`src/rtl/mmio_out_fifo.sv`:
```
// rtl/mmio_out_fifo.sv - memory-mapped output FIFO port on the core data-memory bus
// Window stores to DATA feed a first-word-fall-through FIFO drained over valid/ready.
module mmio_out_fifo #(
  parameter int          DEPTH = 8,
  parameter logic [31:0] BASE  = 32'hFFFF_FF00
) (
  input  logic        clk,
  input  logic        reset,
  input  logic        memwrite,
  input  logic [31:0] dataadr,
  input  logic [31:0] writedata,
  output logic        io_hit,
  output logic [31:0] io_rd,
  output logic        dmem_we,
  output logic        out_valid,
  output logic [31:0] out_data,
  input  logic        out_ready
);

  localparam int AW = $clog2(DEPTH);
  localparam int CW = AW + 1;

  logic [31:0]   mem_q [DEPTH];
  logic [AW-1:0] wr_ptr_q, wr_ptr_d;
  logic [AW-1:0] rd_ptr_q, rd_ptr_d;
  logic [CW-1:0] count_q, count_d;
  logic          overflow_q, overflow_d;
  logic [7:0]    dropcnt_q, dropcnt_d;

  logic [5:0]    reg_sel;
  logic          wr_hit;
  logic          push_req;
  logic          push_ok;
  logic          pop;
  logic          empty;
  logic          full;
  logic [7:0]    count8;

  always_comb begin
    reg_sel   = dataadr[7:2];
    io_hit    = (dataadr[31:8] == BASE[31:8]);
    dmem_we   = memwrite & ~io_hit;
    wr_hit    = memwrite & io_hit;
    push_req  = wr_hit & (reg_sel == 6'd0);
    empty     = (count_q == '0);
    full      = (count_q == CW'(DEPTH));
    push_ok   = push_req & ~full;
    pop       = ~empty & out_ready;
    out_valid = ~empty;
    out_data  = mem_q[rd_ptr_q];
    count8    = 8'(count_q);
  end

  always_comb begin
    wr_ptr_d   = wr_ptr_q;
    rd_ptr_d   = rd_ptr_q;
    count_d    = count_q;
    overflow_d = overflow_q;
    dropcnt_d  = dropcnt_q;

    if (push_ok) wr_ptr_d = wr_ptr_q + 1'b1;
    if (pop)     rd_ptr_d = rd_ptr_q + 1'b1;

    case ({push_ok, pop})
      2'b10:   count_d = count_q + 1'b1;
      2'b01:   count_d = count_q - 1'b1;
      default: count_d = count_q;
    endcase

    // A drop is a DATA store while full; clears come from other offsets, so they never collide.
    if (push_req && full) begin
      overflow_d = 1'b1;
      if (dropcnt_q != 8'hFF) dropcnt_d = dropcnt_q + 8'd1;
    end else if (wr_hit && reg_sel == 6'd1) begin
      overflow_d = 1'b0;
    end else if (wr_hit && reg_sel == 6'd2) begin
      dropcnt_d = 8'd0;
    end
  end

  always_comb begin
    io_rd = 32'd0;
    if (io_hit) begin
      case (reg_sel)
        6'd1:    io_rd = {16'd0, count8, 5'd0, overflow_q, full, empty};
        6'd2:    io_rd = {24'd0, dropcnt_q};
        default: io_rd = 32'd0;
      endcase
    end
  end

  always_ff @(posedge clk or posedge reset) begin
    if (reset) begin
      wr_ptr_q   <= '0;
      rd_ptr_q   <= '0;
      count_q    <= '0;
      overflow_q <= 1'b0;
      dropcnt_q  <= 8'd0;
    end else begin
      wr_ptr_q   <= wr_ptr_d;
      rd_ptr_q   <= rd_ptr_d;
      count_q    <= count_d;
      overflow_q <= overflow_d;
      dropcnt_q  <= dropcnt_d;
    end
  end

  // Storage carries no reset; emptiness is tracked solely by count_q.
  always_ff @(posedge clk) begin
    if (push_ok) mem_q[wr_ptr_q] <= writedata;
  end

endmodule

```
`config.mk`:
```
export PLATFORM = sky130hd
export DESIGN_NAME = mmio_out_fifo
export DESIGN_NICKNAME = d
export VERILOG_FILES = /design/src/rtl/mmio_out_fifo.sv
export SDC_FILE = /design/constraint.sdc
export NUM_CORES = 1
export LEC_CHECK = 0
export ABC_AREA = 1
export ABC_CLOCK_PERIOD_IN_PS = 8000
export BUFFER_PORTS_ARGS = -buffer_cell sky130_fd_sc_hd__buf_2
export CORE_ASPECT_RATIO = 0.9
export CORE_MARGIN = 2
export CORE_UTILIZATION = 38
export CTS_CLUSTER_DIAMETER = 30
export DETAILED_ROUTE_END_ITERATION = 6
export GPL_TIMING_DRIVEN = 1
export PLACE_DENSITY = 0.63
export SLEW_MARGIN = 20
export SYNTH_ARGS = -nofsm -noshare
export SYNTH_HDL_FRONTEND = slang
export SYNTH_SLANG_ARGS = --single-unit
export TNS_END_PERCENT = 100
```
`constraint.sdc`:
```
create_clock -name clk -period 8 [get_ports clk]
set_clock_uncertainty 0.05 [all_clocks]
set_input_delay 0.4 -clock clk [delete_from_list [all_inputs] [get_ports clk]]
set_output_delay 0.4 -clock clk [all_outputs]
set_load 0.02 [all_outputs]
```
==> flow_summary_export.csv <==
group,metric,value,unit
sta,tightest_slew,0.842,ns
grt,grt_max_degree,80,
grt,antenna_found_initial,2,
placement,postPlaceCellArea,12400,um^2
synthesis,syn-cell-area,11400,um^2
min_path,hp-class,"input port to register",
setup_path,critical_path_class,"register to output port",
setup_path,crit_cells,7,
sta,finalMaxSlewViolations,0,
setup_path,crit_arrival,3.53,ns
sta,holdWs,0.0566,ns
outcome,status,"completed",
route,via_per_inst,4.85,
finish,fin_nets,1156,
cts,numCtsBuffers,52,
cts,clkTransAtPathRegs,0.05,ns
synthesis,yosys_most_used_dff,"edfxtp_1",
setup_path,cp-startpoint,"rd_ptr_q[0]$_DFFE_PP0P_",
route,via_count,7408,
route,ant_nets,0,
sta,fmax,252,MHz
sta,finalCriticalPeriod,3.98,ns
floorplanning,rows,60,
setup_path,critPathMaxFanout,77,
placement,post-place-ws,4.59,ns
placement,globalplace.congestion,0.759,
sta,worst_slew_margin_rel,43.9,%
grt,grt_pass1_vias,7325,
cts,clockRootBuffer,"clkbuf_16",
finish,fin_util,47.8,%
synthesis,synth.top_cell.area_share,67.2,%
pwr,p_per_area,365,nW/um^2
synthesis,yosys-top-cells-area,"edfxtp_1 67%, nor2_1 8.4%, o21ai_0 6.0%",
setup_path,cp_cell_sequence,"clkinv_2 -> buf_4 -> o21ai_0 -> o22ai_1 -> nor2_1 -> a31oi_1 -> buf_2",
pwr,total_power,5.19,mW
synthesis,syn_area_per_cell,12.0,um^2
setup_path,endpoint_kind,"output port",
sta,setup_viol,0,
floorplanning,core,29700,um^2
cts,cts_tree,"yes",
pwr,ir_drop,0.000204,V
finish,layout-drive-gt1-share,21.0,%
synthesis,ys_async_sr_fraction,6.91,%
route,wire_per_inst,16.1,um
route,drtIter0Drc,577,
sta,tns,0,ns
placement,io_buffers,112,
setup_path,critPathLaunchType,"register",
sta,rsz0062_at_grt,"false",
finish,syn2layout_area_growth,24.2,%
route,dr.pass1.iters,4,
placement,dp.cells,1429,
pwr,cellLeakagePower,5.11,nW
setup_path,critPathTopFamily,"buffers and inverters",
grt,grt_pass1_wl,38900,um
cts,clk_path_buf_depth,3,
synthesis,synth_cells,953,
synthesis,synth_seq_cells,275,
finish,finalInstanceArea,14200,um^2
setup_path,max_stage_delay,0.79,ns
setup_path,rrSetupSlack,5.44,ns
setup_path,worstPathRequired,7.55,ns
sta,worst_slack,4.02,ns
setup_path,crit_end,"out_data[2]",
placement,hpwl,12700,um
grt,grt_overflow,0,
sta,hold_violations,0,
sta,post-route-period-util,49.7,%
grt,track_usage,15.6,%
synthesis,synth_edf_count,256,
synthesis,ys_top_cells_by_count,"257 x nor2_1, 256 x edfxtp_1, 137 x o21ai_0, 60 x nand2_1",
floorplanning,start_util,38.5,%
floorplanning,die_w,187,um
setup_path,reg2reg_to,"rd_ptr_q[0]$_DFFE_PP0P_",
cts,htree_num_levels,2,
run,cap_violations,0,
synthesis,ys_seq_area_share,71.4,%
floorplanning,die_y,169,um
route,drt-total-wl,24500,um
finish,nFillCells,2634,
cts,post-cts-setup-buffers,0,
synthesis,yosysMostFrequentCell,"nor2_1",
setup_path,reg2reg_depth,3,
floorplanning,ioPinCount,135,
cts,clkLatencyLatePin,0.55,ns
synthesis,yosys.area.top_type,"edfxtp_1",
floorplanning,dieArea,31500,um^2
cts,cts.sink_count,275,
setup_path,cp.buffers_inverters,3,
setup_path,rr_startpoint,"rd_ptr_q[0]$_DFFE_PP0P_",
setup_path,cp_slowest_cell,"dfrtp_4",
route,drc,0,
finish,fin_cells,1526,
synthesis,ys_types,35,
synthesis,ys.warnings.count,0,
[placed cells by master, fill, tap and decap left out, types with 2 or more instances in the layout]
cell,synthesis,layout
a21oi_1,4,4
a31oi_1,32,32
buf_16,0,2
buf_2,15,112
buf_4,24,11
bufinv_16,0,9
clkbuf_1,29,8
clkbuf_16,0,52
clkinv_1,0,4
clkinv_2,0,7
clkinv_4,0,5
clkinvlp_4,0,3
conb_1,1,20
dfrtp_1,19,17
diode_2,0,2
edfxtp_1,256,256
ha_1,6,6
inv_1,25,23
inv_2,2,3
inv_6,0,5
nand2_1,60,60
nand3_1,14,14
nand3_2,4,4
nand3b_1,2,2
nor2_1,257,249
nor2_4,2,10
nor3_1,9,9
o21ai_0,137,137
o22ai_1,32,32
xor2_1,9,9
[report_power, final]
group	switching, mW	internal [mW]	leakage (nW)	total (mW)
Combinational	0.935	0.412	1.71	1.35
Sequential	0.0581	1.60	2.54	1.65
Clock	0.705	1.48	0.862	2.19
Total	1.70	3.49	5.11	5.19
[per-layer routing]
layer	up-vias	part of all wire (%)	GRT usage, %
met5	-	0	0
met4	0	1.9	5.31
met3	35	4.7	3.34
met2	161	49	26.6
met1	3574	44	19.9
li1	3638	-	-
[cells by family (layout without fill, tap and decap cells)]
group                      Yosys count  count (layout)  share of synthesized area, %
other                                1              22                        0.0328
and+or+nand+nor                    357             357                          13.2
DFF                                275             275                          71.4
xor gates and xnor gates            10              10                         0.766
adders and majority gates            6               6                         0.656
buffers and inverters               97             246                          4.15
AOI/OAI and AO/OA                  207             207                          9.80
[worst min path at each step]
| stage | from | to | slack, ns | depth (start not counted) |
|---|---|---|---|---|
| finish | writedata[10] | mem_q[2][10]$_DFFE_PP_ | 0.06 | 1 |
| global route | writedata[10] | mem_q[3][10]$_DFFE_PP_ | 0.04 | 1 |
| CTS | writedata[10] | mem_q[2][10]$_DFFE_PP_ | 0.04 | 1 |
| detailed placement | dropcnt_q[6]$_DFFE_PP0P_ | dropcnt_q[6]$_DFFE_PP0P_ | 0.45 | 2 |
| global placement | dropcnt_q[6]$_DFFE_PP0P_ | dropcnt_q[6]$_DFFE_PP0P_ | 0.44 | 2 |
| floorplan | reset | count_q[0]$_DFFE_PP0P_ | 0.30 | 1 |
[cell type report]
| cell class | count | area [um^2] | area share (%) |
|---|---|---|---|
| flip-flops and latches | 275 | 8170 | 57.5 |
| multi-input cells | 600 | 2930 | 20.6 |
| clock buffers | 60 | 1330 | 9.37 |
| repair buffers | 126 | 708 | 4.99 |
| well taps | 403 | 504 | 3.55 |
| clock inverters | 33 | 455 | 3.21 |
| inverters | 27 | 103 | 0.722 |
| diodes | 2 | 5.00 | 0.0352 |
[registers in the layout, indices dropped and copies added, names as in the netlist]
register    count
count_q         4
dropcnt_q       8
wr_ptr_q        3
overflow_q      1
mem_q         256
rd_ptr_q        3
[what timing repair did]
| action | 4_1_cts | 5_1_grt |
|---|---|---|
| resized for setup | 0 | 0 |
| endpoints found under the hold margin | 19 | 0 |
| hold buffers | 1 | 0 |
(Power assumes the default switching activity.)
